$ cat config.mk
export PLATFORM = sky130hd
export DESIGN_NAME = eth_rx_hdr_parser_flat
export DESIGN_NICKNAME = d
export VERILOG_FILES = /design/src/rtl/eth_rx_hdr_parser_pkg.sv /design/src/rtl/eth_rx_hdr_parser_if.sv /design/src/rtl/eth_rx_hdr_parser_axis_reg_slice.sv /design/src/rtl/eth_rx_hdr_parser.sv /design/src/flat_wrapper.sv
export SDC_FILE = /design/constraint.sdc
export NUM_CORES = 1
export LEC_CHECK = 0
export CORE_MARGIN = 4
export CORE_UTILIZATION = 37
export DETAILED_ROUTE_END_ITERATION = 10
export PLACE_DENSITY = 0.71
export SETUP_SLACK_MARGIN = 0.4
export SLEW_MARGIN = 10
export SYNTH_ARGS = -nofsm -noshare
export SYNTH_HDL_FRONTEND = slang
export SYNTH_SLANG_ARGS = --single-unit
$ cat constraint.sdc
create_clock -name clk_100 -period 2.98 [get_ports clk_100]
set_input_delay 0.447 -clock clk_100 [delete_from_list [all_inputs] [get_ports clk_100]]
set_output_delay 0.447 -clock clk_100 [all_outputs]
set_load 0.005 [all_outputs]
$ cat src/rtl/eth_rx_hdr_parser_pkg.sv
// Shared types and constants for the Ethernet II receive header parser.
package eth_rx_pkg;

  localparam int ETH_HDR_BYTES = 14;

  typedef logic [47:0] mac_addr_t;
  typedef logic [15:0] ethertype_t;

  localparam mac_addr_t  ETH_BCAST_MAC  = 48'hFFFF_FFFF_FFFF;
  localparam ethertype_t ETHERTYPE_IPV4 = 16'h0800;

  typedef enum logic [1:0] {HDR, HDR_OUT, PLD, DROP} parser_state_t;

  // A frame is ours if addressed to the station or to broadcast.
  function automatic logic mac_accepted(input mac_addr_t dest, input mac_addr_t local_mac);
    return (dest == local_mac) || (dest == ETH_BCAST_MAC);
  endfunction

endpackage

$ cat src/rtl/eth_rx_hdr_parser_if.sv
// Bus bundle of the header parser: RX stream in, header channel and payload stream out.
// master = parser side, slave = surrounding logic.
interface eth_rx_hdr_parser_if #(parameter int AXI_DATA_WIDTH = 8);
  import eth_rx_pkg::*;

  logic [AXI_DATA_WIDTH-1:0] s_rx_axis_tdata;
  logic                      s_rx_axis_tvalid;
  logic                      s_rx_axis_tlast;
  logic                      s_rx_axis_trdy;

  logic                      m_hdr_valid;
  logic                      m_hdr_rdy;
  mac_addr_t                 m_hdr_dest_mac;
  mac_addr_t                 m_hdr_src_mac;
  ethertype_t                m_hdr_ethertype;

  logic [AXI_DATA_WIDTH-1:0] m_pld_axis_tdata;
  logic                      m_pld_axis_tvalid;
  logic                      m_pld_axis_tlast;
  logic                      m_pld_axis_trdy;

  modport master (
    input  s_rx_axis_tdata, s_rx_axis_tvalid, s_rx_axis_tlast,
    output s_rx_axis_trdy,
    output m_hdr_valid, m_hdr_dest_mac, m_hdr_src_mac, m_hdr_ethertype,
    input  m_hdr_rdy,
    output m_pld_axis_tdata, m_pld_axis_tvalid, m_pld_axis_tlast,
    input  m_pld_axis_trdy
  );

  modport slave (
    output s_rx_axis_tdata, s_rx_axis_tvalid, s_rx_axis_tlast,
    input  s_rx_axis_trdy,
    input  m_hdr_valid, m_hdr_dest_mac, m_hdr_src_mac, m_hdr_ethertype,
    output m_hdr_rdy,
    input  m_pld_axis_tdata, m_pld_axis_tvalid, m_pld_axis_tlast,
    output m_pld_axis_trdy
  );

endinterface

$ cat src/rtl/eth_rx_hdr_parser_axis_reg_slice.sv
// Single-entry AXI-stream register slice; accepts a new beat whenever the held one drains
// in the same cycle, so it sustains one beat per clock.
module axis_reg_slice #(
  parameter int DATA_WIDTH = 8
) (
  input  logic                  clk,
  input  logic                  rst_n,
  input  logic [DATA_WIDTH-1:0] in_tdata,
  input  logic                  in_tvalid,
  input  logic                  in_tlast,
  output logic                  in_tready,
  output logic [DATA_WIDTH-1:0] out_tdata,
  output logic                  out_tvalid,
  output logic                  out_tlast,
  input  logic                  out_tready
);

  assign in_tready = out_tready | ~out_tvalid;

  always_ff @(posedge clk or negedge rst_n) begin
    if (!rst_n) begin
      out_tdata  <= '0;
      out_tvalid <= 1'b0;
      out_tlast  <= 1'b0;
    end else if (in_tvalid && in_tready) begin
      out_tdata  <= in_tdata;
      out_tvalid <= 1'b1;
      out_tlast  <= in_tlast;
    end else if (out_tready) begin
      out_tvalid <= 1'b0;
    end
  end

endmodule

$ cat src/rtl/eth_rx_hdr_parser.sv
// Ethernet II RX header parser: strips the 14-byte header onto a valid/ready channel and
// forwards the payload through a register slice. Optional filter: ETH_RX_MAC_FILTER_EN.
module eth_rx_hdr_parser
  import eth_rx_pkg::*;
#(
  parameter int        AXI_DATA_WIDTH = 8,
  parameter mac_addr_t LOCAL_MAC      = 48'h000A35000102,
  parameter int        CNT_WIDTH      = 16
) (
  input  logic                 clk_100,
  input  logic                 reset_n,
  eth_rx_hdr_parser_if.master  bus,
  output logic                 o_short_err,
  output logic [CNT_WIDTH-1:0] o_frame_cnt,
`ifdef ETH_RX_MAC_FILTER_EN
  output logic [CNT_WIDTH-1:0] o_filt_cnt,
`endif
  output logic [CNT_WIDTH-1:0] o_err_cnt
);

  localparam logic [3:0] LAST_HDR_IDX = 4'(ETH_HDR_BYTES - 1);

  parser_state_t state;
  logic [3:0]    byte_cnt;
  logic [111:0]  hdr_reg;
  logic [111:0]  hdr_next;
  logic          hdr_valid;
  logic          rx_trdy;
  logic          rx_xfer;
  logic          slice_in_ready;

  function automatic logic [CNT_WIDTH-1:0] sat_inc(input logic [CNT_WIDTH-1:0] v);
    return (&v) ? v : v + 1'b1;
  endfunction

  assign hdr_next = {hdr_reg[103:0], bus.s_rx_axis_tdata};

  always_comb begin
    rx_trdy = 1'b0;
    case (state)
      HDR:     rx_trdy = 1'b1;
      HDR_OUT: rx_trdy = 1'b0;
      PLD:     rx_trdy = slice_in_ready;
      DROP:    rx_trdy = 1'b1;
      default: rx_trdy = 1'b0;
    endcase
  end

  assign rx_xfer              = bus.s_rx_axis_tvalid & rx_trdy;
  assign bus.s_rx_axis_trdy   = rx_trdy;
  assign bus.m_hdr_valid      = hdr_valid;
  assign bus.m_hdr_dest_mac   = hdr_reg[111:64];
  assign bus.m_hdr_src_mac    = hdr_reg[63:16];
  assign bus.m_hdr_ethertype  = hdr_reg[15:0];

  always_ff @(posedge clk_100 or negedge reset_n) begin
    if (!reset_n) begin
      state       <= HDR;
      byte_cnt    <= '0;
      hdr_reg     <= '0;
      hdr_valid   <= 1'b0;
      o_short_err <= 1'b0;
      o_frame_cnt <= '0;
      o_err_cnt   <= '0;
`ifdef ETH_RX_MAC_FILTER_EN
      o_filt_cnt  <= '0;
`endif
    end else begin
      o_short_err <= 1'b0;
      case (state)
        HDR: begin
          if (rx_xfer) begin
            hdr_reg <= hdr_next;
            // tlast anywhere in the first 14 bytes leaves no room for a payload.
            if (bus.s_rx_axis_tlast) begin
              byte_cnt    <= '0;
              o_short_err <= 1'b1;
              o_err_cnt   <= sat_inc(o_err_cnt);
            end else if (byte_cnt == LAST_HDR_IDX) begin
              byte_cnt <= '0;
`ifdef ETH_RX_MAC_FILTER_EN
              if (mac_accepted(hdr_next[111:64], LOCAL_MAC)) begin
                state     <= HDR_OUT;
                hdr_valid <= 1'b1;
              end else begin
                state      <= DROP;
                o_filt_cnt <= sat_inc(o_filt_cnt);
              end
`else
              state     <= HDR_OUT;
              hdr_valid <= 1'b1;
`endif
            end else begin
              byte_cnt <= byte_cnt + 4'd1;
            end
          end
        end
        HDR_OUT: begin
          if (bus.m_hdr_rdy) begin
            hdr_valid   <= 1'b0;
            o_frame_cnt <= sat_inc(o_frame_cnt);
            state       <= PLD;
          end
        end
        PLD, DROP: begin
          if (rx_xfer && bus.s_rx_axis_tlast) begin
            state    <= HDR;
            byte_cnt <= '0;
          end
        end
        default: state <= HDR;
      endcase
    end
  end

  axis_reg_slice #(.DATA_WIDTH(AXI_DATA_WIDTH)) u_pld_slice (
    .clk        (clk_100),
    .rst_n      (reset_n),
    .in_tdata   (bus.s_rx_axis_tdata),
    .in_tvalid  (bus.s_rx_axis_tvalid && (state == PLD)),
    .in_tlast   (bus.s_rx_axis_tlast),
    .in_tready  (slice_in_ready),
    .out_tdata  (bus.m_pld_axis_tdata),
    .out_tvalid (bus.m_pld_axis_tvalid),
    .out_tlast  (bus.m_pld_axis_tlast),
    .out_tready (bus.m_pld_axis_trdy)
  );

endmodule

$ cat src/flat_wrapper.sv
// flat-port wrapper written by rule: the top's interface ports become plain ports
module eth_rx_hdr_parser_flat import eth_rx_pkg::*;
#(
  parameter int        AXI_DATA_WIDTH = 8,
  parameter mac_addr_t LOCAL_MAC      = 48'h000A35000102,
  parameter int        CNT_WIDTH      = 16
)
  (clk_100, reset_n, o_short_err, o_frame_cnt, o_err_cnt, bus_s_rx_axis_tdata, bus_s_rx_axis_tvalid, bus_s_rx_axis_tlast, bus_s_rx_axis_trdy, bus_m_hdr_valid, bus_m_hdr_dest_mac, bus_m_hdr_src_mac, bus_m_hdr_ethertype, bus_m_hdr_rdy, bus_m_pld_axis_tdata, bus_m_pld_axis_tvalid, bus_m_pld_axis_tlast, bus_m_pld_axis_trdy);
  eth_rx_hdr_parser_if #(.AXI_DATA_WIDTH(AXI_DATA_WIDTH)) bus_i ();
  input  logic clk_100;
  input  logic reset_n;
  output logic o_short_err;
  output logic [CNT_WIDTH-1:0] o_frame_cnt;
  output logic [CNT_WIDTH-1:0] o_err_cnt;
  input wire logic [$bits(bus_i.s_rx_axis_tdata)-1:0] bus_s_rx_axis_tdata;
  input wire logic [$bits(bus_i.s_rx_axis_tvalid)-1:0] bus_s_rx_axis_tvalid;
  input wire logic [$bits(bus_i.s_rx_axis_tlast)-1:0] bus_s_rx_axis_tlast;
  output wire logic [$bits(bus_i.s_rx_axis_trdy)-1:0] bus_s_rx_axis_trdy;
  output wire logic [$bits(bus_i.m_hdr_valid)-1:0] bus_m_hdr_valid;
  output wire logic [$bits(bus_i.m_hdr_dest_mac)-1:0] bus_m_hdr_dest_mac;
  output wire logic [$bits(bus_i.m_hdr_src_mac)-1:0] bus_m_hdr_src_mac;
  output wire logic [$bits(bus_i.m_hdr_ethertype)-1:0] bus_m_hdr_ethertype;
  input wire logic [$bits(bus_i.m_hdr_rdy)-1:0] bus_m_hdr_rdy;
  output wire logic [$bits(bus_i.m_pld_axis_tdata)-1:0] bus_m_pld_axis_tdata;
  output wire logic [$bits(bus_i.m_pld_axis_tvalid)-1:0] bus_m_pld_axis_tvalid;
  output wire logic [$bits(bus_i.m_pld_axis_tlast)-1:0] bus_m_pld_axis_tlast;
  input wire logic [$bits(bus_i.m_pld_axis_trdy)-1:0] bus_m_pld_axis_trdy;
  assign bus_i.s_rx_axis_tdata = bus_s_rx_axis_tdata;
  assign bus_i.s_rx_axis_tvalid = bus_s_rx_axis_tvalid;
  assign bus_i.s_rx_axis_tlast = bus_s_rx_axis_tlast;
  assign bus_s_rx_axis_trdy = bus_i.s_rx_axis_trdy;
  assign bus_m_hdr_valid = bus_i.m_hdr_valid;
  assign bus_m_hdr_dest_mac = bus_i.m_hdr_dest_mac;
  assign bus_m_hdr_src_mac = bus_i.m_hdr_src_mac;
  assign bus_m_hdr_ethertype = bus_i.m_hdr_ethertype;
  assign bus_i.m_hdr_rdy = bus_m_hdr_rdy;
  assign bus_m_pld_axis_tdata = bus_i.m_pld_axis_tdata;
  assign bus_m_pld_axis_tvalid = bus_i.m_pld_axis_tvalid;
  assign bus_m_pld_axis_tlast = bus_i.m_pld_axis_tlast;
  assign bus_i.m_pld_axis_trdy = bus_m_pld_axis_trdy;
  eth_rx_hdr_parser #(.AXI_DATA_WIDTH(AXI_DATA_WIDTH), .LOCAL_MAC(LOCAL_MAC), .CNT_WIDTH(CNT_WIDTH)) u_core (.clk_100(clk_100), .reset_n(reset_n), .bus(bus_i), .o_short_err(o_short_err), .o_frame_cnt(o_frame_cnt), .o_err_cnt(o_err_cnt));
endmodule
==> out/results.tsv, run 1 <==
stage	metric	value	unit
floorplan	row count	48	
placement	Post-Place Cells	846	
route	drc violations	0	
sta	# setup viols final	0	
clocking	CTS tree	built	
synthesis	register area share after synthesis	61.3	%
synthesis	Synth area leader	dfrtp_1	
setup_path	worst-path maximum fanout	6	
power_and_ir_drop	PD cells	965	mW/mm2
sta	Final Hold Vio Count	0	
worst_hold_path	WHS Path Cells	1	
synthesis	Synth Area in XOR/XNOR	3.71	%
synthesis	register bit total from synthesis	162	
synthesis	number of enable flip-flop cells after synthesis	0	
floorplan	I/O pin cnt	171	
grt	antenna violations before repair	0	
grt	largest net degree at the start of global routing	77	
placement	GP Congestion	0.845	
clocking	H-tree Lvls	4	
clocking	clock buffer count from CTS	17	
floorplan	Die Width	142	um
synthesis	synth unique cells	39	
clocking	CTS Sinks	162	
setup_path	reg2reg end	u_core.byte_cnt[3]	
floorplan	Core ar.	0.0174	mm2
cells_and_area	area grow syn2layout	39.0	%
clocking	CTS Root Cell	clkbuf_16	
setup_path	Worst Reg-to-Reg Cells	8	
clocking	Clock Pin Slew Worst Setup and Hold Paths	0.06	ns
synthesis	synth top area cells	dfrtp_1 (61%), mux2_2 (21%), xnor2_1 (2.7%)	
setup_path	Critical Path Source Type	register	
placement	IO Port Bufs	170	
worst_hold_path	worst hold path type	register to register	
synthesis	most frequent cell after synthesis	dfrtp_1	
route	Initial DRT Pass Iterations	4	
synthesis	Synth Area in Compound Gates	2.29	%
placement	placed cell area	0.00858	mm2
sta	fin crit share	79.0	%
synthesis	commonest cells in the netlist	dfrtp_1 (162), mux2_2 (125), nand3_1 (20), xnor2_1 (20), nor2_1 (16)	
synthesis	Async S/R FF share, synth	100	%
synthesis	main combinational cell family by area after synthesis	multiplexers	
setup_path	critical path required time	3.29	ns
clocking	clk_lat worst skew	0.42	ns
sta	relative slew slack	62.3	%
synthesis	Synth Net Count	481	
floorplan	die area	0.0201	mm2
clocking	Longest Clk Path Bufs	2	
setup_path	Setup CP Type	register to register	
route	Total Routed Length	14300	um
setup_path	Worst setup EP type	register	
sta	clock period minus worst slack	2.35	ns
cells_and_area	share of post-route cells with drive strength above 1	28.0	%
route	Avg WL per Cell	16.2	um
setup_path	critical path arrival	2.66	ns
synthesis	Avg Cell Area, Syn	14.4	um2
synthesis	Post-Syn Area	0.00661	mm2
synthesis	adder-cell area share of the yosys netlist	1.51	%
sta	hold_ws	0.501	ns
route	Vias	4325	
sta	final setup margin	0.626	ns
synthesis	Synth Area in Simple Gates	7.44	%
run_status	status	finished clean	
sta	Layout Skew	0.00765	ns
route	DR iter-0 viols	169	
cells_and_area	diodes inserted	0	
cells_and_area	nets	667	
placement	pre-CTS WS	0.477	ns
placement	detailed placement HPWL	10100	um
cells_and_area	Finished Cell Area	0.00919	mm2
grt	Tot GR Track Use	14.8	%
floorplan	Starting Density	38.0	%
cells_and_area	Largest register FFs	112	
grt	global route overflow	0	
sta	fin. max-slew vios	0	
sta	Max Freq	425	MHz
setup_path	RR Startpoint	u_core.state[0]	
sta	RSZ-0062 raised after global routing	no	
route	ANT nets after route	0	
floorplan	die height	142	um
job	MaxCap Viol Count	0	
synthesis	multiplexer area fraction after synthesis	21.3	%
cells_and_area	fin cells	883	
route	via/cell ratio	4.90	
sta	Setup TNS Final	0	ns
grt	vias in the first global route	4492	
sta	measured slew at the worst slew-check pin	0.565	ns
worst_hold_path	WHS Endpoint	u_core.o_err_cnt[11]	
synthesis	Syn. warnings	0	
worst_hold_path	Hold Crit Start	u_core.o_err_cnt[11]	
power_and_ir_drop	Max VDD drop	0.470	mV
synthesis	share of the synthesized area in the top cell type	61.3	%
setup_path	R2R setup slack	0.63	ns
synthesis	cells after synthesis	459	
grt	global-route wire length before repair	23700	um
synthesis	Synth Flop Type	dfrtp_1	
power_and_ir_drop	Pleak	4.10	nW
worst max path at each step:
stage | depth (start not counted) | to | slack (ns) | start
2_1_floorplan | 9 | u_core.hdr_reg[10] | 0.87 | u_core.state[1]
3_3_place_gp | 5 | bus_s_rx_axis_trdy | 0.52 | bus_m_pld_axis_trdy
3_5_place_dp | 7 | u_core.hdr_reg[23] | 0.48 | bus_m_pld_axis_trdy
4_1_cts | 6 | bus_s_rx_axis_trdy | 0.40 | u_core.state[0]
5_1_grt | 8 | u_core.byte_cnt[3] | 0.47 | u_core.state[0]
6_report | 8 | u_core.byte_cnt[3] | 0.63 | u_core.state[0]
layout by cell type, fill, tap and decap left out, types with 2 or more instances in the layout:
| cell type | count |
|---|---|
| dfrtp_2 | 2 |
| inv_6 | 5 |
| a31oi_1 | 5 |
| nand4_1 | 11 |
| clkbuf_16 | 17 |
| nand2b_1 | 2 |
| mux2_2 | 125 |
| and3_1 | 4 |
| clkdlybuf4s50_1 | 168 |
| buf_4 | 7 |
| dfrtp_1 | 160 |
| inv_1 | 7 |
| buf_12 | 4 |
| nor3_1 | 11 |
| nor2_1 | 15 |
| or4_1 | 3 |
| clkinv_2 | 4 |
| xor2_1 | 8 |
| a21oi_1 | 4 |
| nand3_1 | 20 |
| ha_1 | 6 |
| nor4_2 | 2 |
| o21ai_0 | 4 |
| xnor2_1 | 20 |
| nand2_1 | 12 |
| clkinvlp_4 | 5 |
| nor4_1 | 3 |
| ha_2 | 2 |
final cells by class:
class | count | area (um2)
repair buffers | 182 | 1850
multi-input cells | 273 | 2410
inverters | 9 | 36.3
clock buffers | 17 | 425
flip-flops and latches | 162 | 4060
fillers | 1479 | 8230
well taps | 225 | 282
clock inverters | 15 | 131
critical path: stages, from the launching register on:
cell	delay [ns]
dfrtp_2	0.44
buf_4	0.15
buf_4	0.12
ha_1	0.23
nor3_1	0.22
nand2_1	0.17
or4_1	0.49
or3_1	0.32
o311ai_1	0.10
report_power, final:
group | switching (W) | internal [W]
clock | 0.000904 | 0.00115
sequential | 0.000568 | 0.00291
combinational | 0.00122 | 0.00212
total | 0.00269 | 0.00618
through the flow:
step	utilization, %	power [W]
5_1_grt	52.8	0.00944
3_3_place_gp	49.3	0.00670
4_1_cts	52.7	0.00897
6_report	52.8	0.00887
3_5_place_dp	49.3	0.00682
2_1_floorplan	-	0.00497
routing by layer:
layer  up-vias  track usage, %  routed length (um)
met5         -               0                   0
met4         0            5.30                 208
met1      2155            19.3                6300
met3        18            5.93                1220
li1       2019               -                   -
met2       133            22.3                6600
cell families (layout without fill, tap and decap cells):
logic type	Yosys count	after routing
xor+xnor	28	28
mux	125	125
compound gates	21	21
buf+inv	24	223
fa+ha+maj	8	8
simple gates	91	91
flops	162	162
what timing repair did:
item | in CTS | in global routing
hold buffers | 1 | 0
resized for setup | 6 | 2
gates cloned | 0 | 0
pin swaps | 0 | 1
buffers inserted | 2 | 2
hold endpoints to repair | 39 | 0
setup endpoints to repair | 1 | 1
Note: power is estimated with default switching activity, not from simulation.
==> run 2, diff against run 1 <==
clock period = 2.4 ns   (was 2.98 ns; I/O delays follow)
==> run 2 against run 1 <==
  * Hold slack got worse by 0.0084 ns
  * Power rose by 40%
  * Register-to-register slack got worse by 0.30 ns
  * Clock power rose by 33%
  * Cell area rose by 8.3%
  * Clock skew rose by 0.0037 ns
  * Die area did not move
  * Core utilization rose by 4.4 points
  * Sequential share of layout area fell by 3.4 points
  * Combinational power rose by 60%
  * Setup slack got worse by 0.30 ns
  * First-iteration DRC count rose by 27%
  * Highest routed layer unchanged
==> out/results.tsv, run 2 (synthesis gave the netlist of run 1 again) <==
stage	metric	value	unit	change
floorplan	die area	0.0201	mm2	unchanged
setup_path	Setup CP Type	register to register		
sta	RSZ-0062 raised after global routing	yes		
cells_and_area	fin cells	911		+3.2%
placement	IO Port Bufs	170		unchanged
clocking	Clock Pin Slew Worst Setup and Hold Paths	0.06	ns	about the same
cells_and_area	most frequent cells in the layout	clkdlybuf4s50_1 (168), dfrtp_1 (160), mux2_2 (87)		
setup_path	Worst Reg-to-Reg Cells	7		-1
cells_and_area	nets	695		+4.2%
setup_path	Worst setup EP type	register		
placement	GP Congestion	0.769		-8.9%
cells_and_area	area grow syn2layout	50.6	%	
route	drc violations	0		unchanged
placement	Post-Place Cells	854		+0.95%
placement	detailed placement HPWL	10800	um	+6.5%
setup_path	critical path required time	2.72	ns	-0.57 ns
grt	Tot GR Track Use	15.2	%	+0.40 points
floorplan	Core ar.	0.0174	mm2	unchanged
sta	Final Hold Vio Count	0		unchanged
clocking	CTS Sinks	162		unchanged
route	Total Routed Length	16800	um	+17%
floorplan	Die Width	142	um	unchanged
sta	Max Freq	483	MHz	+14%
floorplan	I/O pin cnt	171		unchanged
floorplan	Starting Density	38.0	%	unchanged
clocking	Longest Clk Path Bufs	2		unchanged
cells_and_area	share of post-route cells with drive strength above 1	33.4	%	+5.4 points
grt	vias in the first global route	4541		+1.1%
job	MaxCap Viol Count	0		unchanged
clocking	clock buffer count from CTS	17		unchanged
clocking	CTS Root Cell	clkbuf_16		
cells_and_area	diodes inserted	0		unchanged
power_and_ir_drop	PD cells	1250	mW/mm2	+29%
grt	global route overflow	0		unchanged
clocking	H-tree Lvls	4		unchanged
route	Metal-1 WL	7360	um	+17%
cells_and_area	Largest register FFs	112		unchanged
clocking	CTS tree	built		
grt	antenna violations before repair	0		unchanged
sta	clock period minus worst slack	2.07	ns	-0.281 ns
setup_path	critical path arrival	2.39	ns	-0.27 ns
grt	global-route wire length before repair	24200	um	+2.1%
route	WL met3	1060	um	-13%
route	DR top layer	met4		
power_and_ir_drop	Pleak	4.51	nW	+9.9%
clocking	clk_lat worst skew	0.42	ns	about the same
route	Avg WL per Cell	18.5	um	+14%
route	ANT nets after route	0		unchanged
route	met2 WL	8170	um	+24%
sta	fin. max-slew vios	0		unchanged
sta	relative slew slack	60.4	%	-1.8 points
setup_path	Critical Path Source Type	register		
sta	Layout Skew	0.0114	ns	+0.00373 ns
grt	largest net degree at the start of global routing	59		-23%
route	Vias	4540		+5.0%
cells_and_area	Final Core Density	57.1	%	+4.4 points
sta	measured slew at the worst slew-check pin	0.588	ns	+0.0233 ns
route	DR iter-0 viols	215		+27%
sta	# setup viols final	0		unchanged
route	Initial DRT Pass Iterations	4		unchanged
power_and_ir_drop	Max VDD drop	0.645	mV	+37%
route	via/cell ratio	4.98		+1.7%
setup_path	worst-path maximum fanout	5		-1
run_status	status	finished clean		
cells_and_area	most common cell after layout, fill and taps aside	clkdlybuf4s50_1		
floorplan	row count	48		unchanged
floorplan	die height	142	um	unchanged
sta	Setup TNS Final	0	ns	unchanged
worst_hold_path	worst hold path type	input port to asynchronous set/reset pin		
sta	fin crit share	86.3	%	+7.4 points
run 2: changes by cell type in the layout (fill, tap and decap cells not counted), sizes merged:
cell and change:
buf +23, clkbuf +6, clkinvlp -2, bufinv +1, dlymetal6s2s -1, inv +1
run 2: layer usage:
metal / GRT usage [%] / vias to the layer above
li1: - / 2085
met1: 19.4 / 2295
met2: 24.2 / 143
met3: 5.63 / 17
met4: 4.65 / 0
met5: 0 / -
run 2: worst max-delay path, cell delays in order (launching register included):
cell and delay [ns]:
dfrtp_2 0.43, buf_4 0.16, ha_4 0.19, nor3_4 0.22, nand2_2 0.07, or4_1 0.48, or3_4 0.34, o311ai_2 0.08
run 2: worst paths after layout:
path                                            startpoint                               to  slack, ns
setup / recovery                           u_core.state[1]               u_core.byte_cnt[3]       0.33
hold / removal                                     reset_n               u_core.hdr_reg[62]       0.49
setup reg to reg                           u_core.state[1]               u_core.byte_cnt[3]       0.33
hold reg to reg            u_core.u_pld_slice.out_tdata[0]  u_core.u_pld_slice.out_tdata[0]       0.50
max in group asynchronous                          reset_n    u_core.u_pld_slice.out_tvalid       1.22
min in group clk_100       u_core.u_pld_slice.out_tdata[0]  u_core.u_pld_slice.out_tdata[0]       0.50
run 2: report_power, final:
part	total, W	switching [W]	internal [W]
logic	0.00533	0.00195	0.00338
clock network	0.00274	0.00118	0.00156
registers	0.00435	0.000743	0.00361
run 2: timing repair:
action / in CTS / in global routing
pin swaps: 3 / 4
setup buffers: 7 / 6
gates resized for setup: 13 / 67
setup endpoints to repair: 126 / 130
hold buffers: 1 / 0
gates cloned: 1 / 10
hold endpoints to repair: 54 / 0
run 2: per-stage QoR:
step	cell area [um2]	total power, W	hold WS (ns)	setup slack (ns)
after floorplan	6650	0.00624	0.0644	0.401
after global placement	8690	0.00844	0.371	0.105
after detailed placement	8690	0.00861	0.381	0.0571
after CTS	9420	0.0116	0.505	0.352
after global routing	9950	0.0131	0.529	0.258
final	9950	0.0124	0.492	0.328
run 2: layout make-up:
| class | count | area (um2) |
|---|---|---|
| multi-input cells | 273 | 2710 |
| fillers | 1408 | 7460 |
| flip-flops and latches | 162 | 4060 |
| inverters | 9 | 43.8 |
| clock inverters | 15 | 170 |
| repair buffers | 210 | 2260 |
| clock buffers | 17 | 425 |
| well taps | 225 | 282 |
==> RTL change 1 (settings of run 2) <==
`CNT_WIDTH` is set to 16 in 2 places; all go to 14.
--- a/src/rtl/eth_rx_hdr_parser.sv
+++ b/src/rtl/eth_rx_hdr_parser.sv
@@ -7,3 +7,3 @@
   parameter mac_addr_t LOCAL_MAC      = 48'h000A35000102,
-  parameter int        CNT_WIDTH      = 16
+  parameter int        CNT_WIDTH      = 14
 ) (
--- a/src/flat_wrapper.sv
+++ b/src/flat_wrapper.sv
@@ -5,3 +5,3 @@
   parameter mac_addr_t LOCAL_MAC      = 48'h000A35000102,
-  parameter int        CNT_WIDTH      = 16
+  parameter int        CNT_WIDTH      = 14
 )
Ports: changed (resized o_err_cnt and o_frame_cnt); port bits go from 171 to 167. The function was not compared with the original's and may differ.
==> RTL change 1 against run 2 <==
- non-clock buffer count fell by 16
- power rose by 2.2%
- critical endpoint is now u_core.hdr_reg[81]$_DFFE_PN0P_
- wire length fell by 13%
- sequential cell count fell by 4
- first-iteration DRC count fell by 44%
- maximum frequency fell by 2.4%
- clock skew fell by 2.3 ps
- worst setup slack got worse by 51 ps
- synthesized area fell by 3.7%
- critical path depth rose by 4
- cell area fell by 6.6%
- highest routed layer unchanged
==> RTL change 1: results (changes against run 2) <==
status: "complete, no violations"
seqCellArea_sq_um: 3960  # -2.4%
drt_iter0_drc: 121  # -44%
clk_share_pct: 6.52  # +0.53 points
antenna_found_initial: 0  # unchanged
buffers: 194  # -7.6%
multiInputGateArea_sq_um: 2390  # -12%
vias: 4263  # -6.1%
ys_types: 38  # -2.6%
wl_per_cell_um: 16.9  # -8.6%
ys.warnings.count: 0  # unchanged
ys_seq_elements: 158  # -2.5%
cp.arrival_ps: 2420  # +30 ps
buf_share_pct: 21.8  # -0.92 points
worst-setup-path-type: "flop to flop"
drive_gt1_share_pct: 31.2  # -2.2 points
leakage_nw: 4.10  # -9.1%
nNetsFinal: 659  # -5.2%
globalRouteMet2Util_pct: 24.6  # +0.41 points
cp_slowest_cell: "dfrtp_2"
synth_top_cells_by_count: "dfrtp_1, mux2_2, xnor2_1"
grt_pass1_wl_um: 24000  # -1.0%
synthArstFlopShare_pct: 100  # unchanged
grt_pass1_vias: 4528  # -0.29%
grt_max_degree: 57  # -3.4%
rr_endpoint: "u_core.hdr_reg[81]$_DFFE_PN0P_"
reg2reg_depth: 11  # +4
wl_met2_um: 6940  # -15%
hpwl_um: 9980  # -7.5%
track_usage_pct: 15.4  # +0.22 points
gp_congestion: 0.760  # -1.2%
hp-class: "input port to async pin"
use_met3_pct: 7.52  # +1.9 points
whs_ps: 455  # -37.8 ps
ys_seq_area_share_pct: 62.1  # +0.78 points
multi_input_cells: 257  # -5.9%
clkbuf_count: 24  # +7
wl_met3_um: 1380  # +30%
met1_usage_pct: 18.3  # -1.1 points
rrSetupSlack_ps: 280  # -50 ps
fill_cells: 1423  # +1.1%
pg_seq_mw: 4.59  # +5.5%
synthesis.nets: 460  # -4.4%
crit_family: "buffers and inverters"
portBuffers: 166  # -2.4%
largest_reg_flops: 112  # unchanged
reg2reg_from: "u_core.state[0]$_DFFE_PN0P_"
max-vdd-ir-drop_mv: 0.644  # about the same
max_stage_delay_ps: 450  # -30 ps
crit_path_max_fanout: 7  # +2
synth_top_cells_by_area: "dfrtp_1, mux2_2, xnor2_1, ha_1, nand4_1"
relSlewSlack_pct: 65.4  # +4.9 points
clk_pin_slew_ps: 60  # about the same
drt-met1-wl_um: 6150  # -16%
p_int_mw: 8.97  # +4.9%
powerDensity_nw_per_um2: 1360  # +9.4%
skew_ps: 9.12  # -2.26 ps
RTL change 1: kinds of logic (layout without fill, tap and decap cells):
kind of cell    Yosys count  count (layout)  share of synthesized area [%]
compound gates           20              20                           2.20
xor+xnor                 22              22                           3.03
fa+ha+maj                 8               8                           1.57
buf+inv                  23             235                           2.04
flops                   158             158                           62.1
mux                     124             124                           22.0
simple gates             83              83                           7.08
RTL change 1: through the flow:
stage / instances / utilization (%) / worst slack [ps] / instance area, sq um
floorplan: 438 / - / 390 / 6370
global route: 870 / 55.7 / 200 / 9300
CTS: 867 / 55.2 / 302 / 9210
finish: 870 / 55.7 / 277 / 9300
detailed placement: 822 / 50.0 / 175 / 8340
global placement: 822 / 50.0 / 216 / 8340
RTL change 1: what timing repair did:
action                                  in CTS  in global routing
endpoints found under the hold margin       53                  0
endpoints found under the setup margin     123                132
hold buffers                                 1                  0
gates cloned                                 4                  1
setup buffers                                8                  2
pin swaps                                    2                  6
resized for setup                           29                 13
==> RTL change 2 (settings of run 2) <==
Made on the original files. Make the reset (`reset_n` and `rst_n`) synchronous in 2 clocked blocks.
--- a/src/rtl/eth_rx_hdr_parser_axis_reg_slice.sv
+++ b/src/rtl/eth_rx_hdr_parser_axis_reg_slice.sv
@@ -19,3 +19,3 @@
 
-  always_ff @(posedge clk or negedge rst_n) begin
+  always_ff @(posedge clk) begin
     if (!rst_n) begin
--- a/src/rtl/eth_rx_hdr_parser.sv
+++ b/src/rtl/eth_rx_hdr_parser.sv
@@ -55,3 +55,3 @@
 
-  always_ff @(posedge clk_100 or negedge reset_n) begin
+  always_ff @(posedge clk_100) begin
     if (!reset_n) begin
Behaviour: differs if reset_n is asserted again (counterexample within 4 cycles, from zero or initial values and one cycle with reset_n low); with reset_n held inactive, the same outputs for 10 cycles.
==> RTL change 2 against run 2 <==
- sequential cell count did not move
- cell area fell by 9.7%
- sequential share of layout area fell by 4.6 points
- count of clock-buffer cells in the layout did not move
- critical path depth rose by 1
- wire length rose by 0.78%
- worst setup slack improved by 89 ps
- synthesized area fell by 3.4%
- critical path type unchanged
Power is not compared: it rests on default switching activity, and its combinational part moved more than twofold at a synthesized area within 25%.
==> RTL change 2: results (changes against run 2) <==
synth_top_cells_by_count: "nand2_1, dfxtp_1, a21oi_1"
wl_um: 17000  # +0.78%
worst_pin_slew_ps: 444  # -144 ps
vias_per_cell: 4.94  # -0.80%
synth_top_cells_by_area: "dfxtp_1, nand2_1, a21oi_1, mux2i_1, nor2_1"
wl_met2_um: 7850  # -3.9%
fill_cells: 1573  # +12%
use_met3_pct: 6.93  # +1.3 points
nNetsFinal: 959  # +38%
drt-met1-wl_um: 7400  # +0.52%
max_stage_delay_ps: 400  # -80 ps
ys_seq_area_share_pct: 50.8  # -11 points
reg2reg_depth: 8  # +1
wl_met3_um: 1380  # +30%
reg2reg_from: "u_core.state[0]$_SDFFE_PN0P_"
clk_share_pct: 6.64  # +0.66 points
cp_slowest_cell: "dfxtp_4"
multi_input_area_share_pct: 32.3  # +5.0 points
crit_path_max_fanout: 7  # +2
synth_xor_area_share_pct: 1.78  # -1.9 points
met1_usage_pct: 21.1  # +1.7 points
nNonClkInverters: 8  # -1
status: "complete, no violations"
buffers: 188  # -10%
final_cells: 1170  # +28%
grt_max_degree: 115  # +95%
cp.arrival_ps: 2330  # -60 ps
skew_ps: 9.13  # -2.25 ps
hp-class: "flop to flop"
synth-compound-area-share_pct: 13.2  # +11 points
track_usage_pct: 16.7  # +1.5 points
hpwl_um: 11100  # +2.6%
gp_congestion: 0.810  # +5.3%
ys_types: 47  # +21%
dp.cells: 1132  # +33%
drtPass1Iterations: 5  # +1
buf_share_pct: 21.4  # -1.3 points
muxShareOfSynthArea_pct: 2.98  # -18 points
avgSynthCellArea_sq_um: 8.22  # -43%
grt_pass1_vias: 5303  # +17%
synthesis.nets: 799  # +66%
crit_end: "u_core.o_err_cnt[12]$_SDFFE_PN0P_"
synthAdderAreaFrac_pct: 1.57  # +0.053 points
drive_gt1_share_pct: 7.68  # -26 points
drt_iter0_drc: 348  # +62%
seqCellArea_sq_um: 3250  # -20%
synthArstFlopShare_pct: 0  # -100 points
grt_pass1_wl_um: 27000  # +12%
## RTL change 2: changes by cell type after synthesis, sizes merged, moves of 8 or more
cell / change
nand2: +242
dfrtp: -162
dfxtp: +162
mux2: -125
a21oi: +122
clkbuf: +19
mux2i: +19
nor2: +18
buf: +13
xor2: -8
## RTL change 2: stage by stage
stage | setup slack [ps] | hold WS (ps) | area [sq um] | utilization, %
4_1_cts | 402 | 458 | 8910 | 53.2
2_1_floorplan | 429 | 439 | 6390 | -
6_report | 417 | 452 | 8990 | 53.6
5_1_grt | 362 | 478 | 8990 | 53.6
3_5_place_dp | 214 | 449 | 8280 | 49.4
3_3_place_gp | 235 | 443 | 8280 | 49.4
## RTL change 2: repair_timing
action,4_1_cts,5_1_grt
setup endpoints to repair,126,126
gates resized for setup,13,5
buffers inserted,1,4
pin swaps,1,1
cloned,0,1
## RTL change 2: power by group
part           leakage [nW]  internal [mW]  switching (mW)
logic                  1.53          0.453           0.807
registers              1.31           2.76          0.0719
clock network         0.292           1.56            1.17
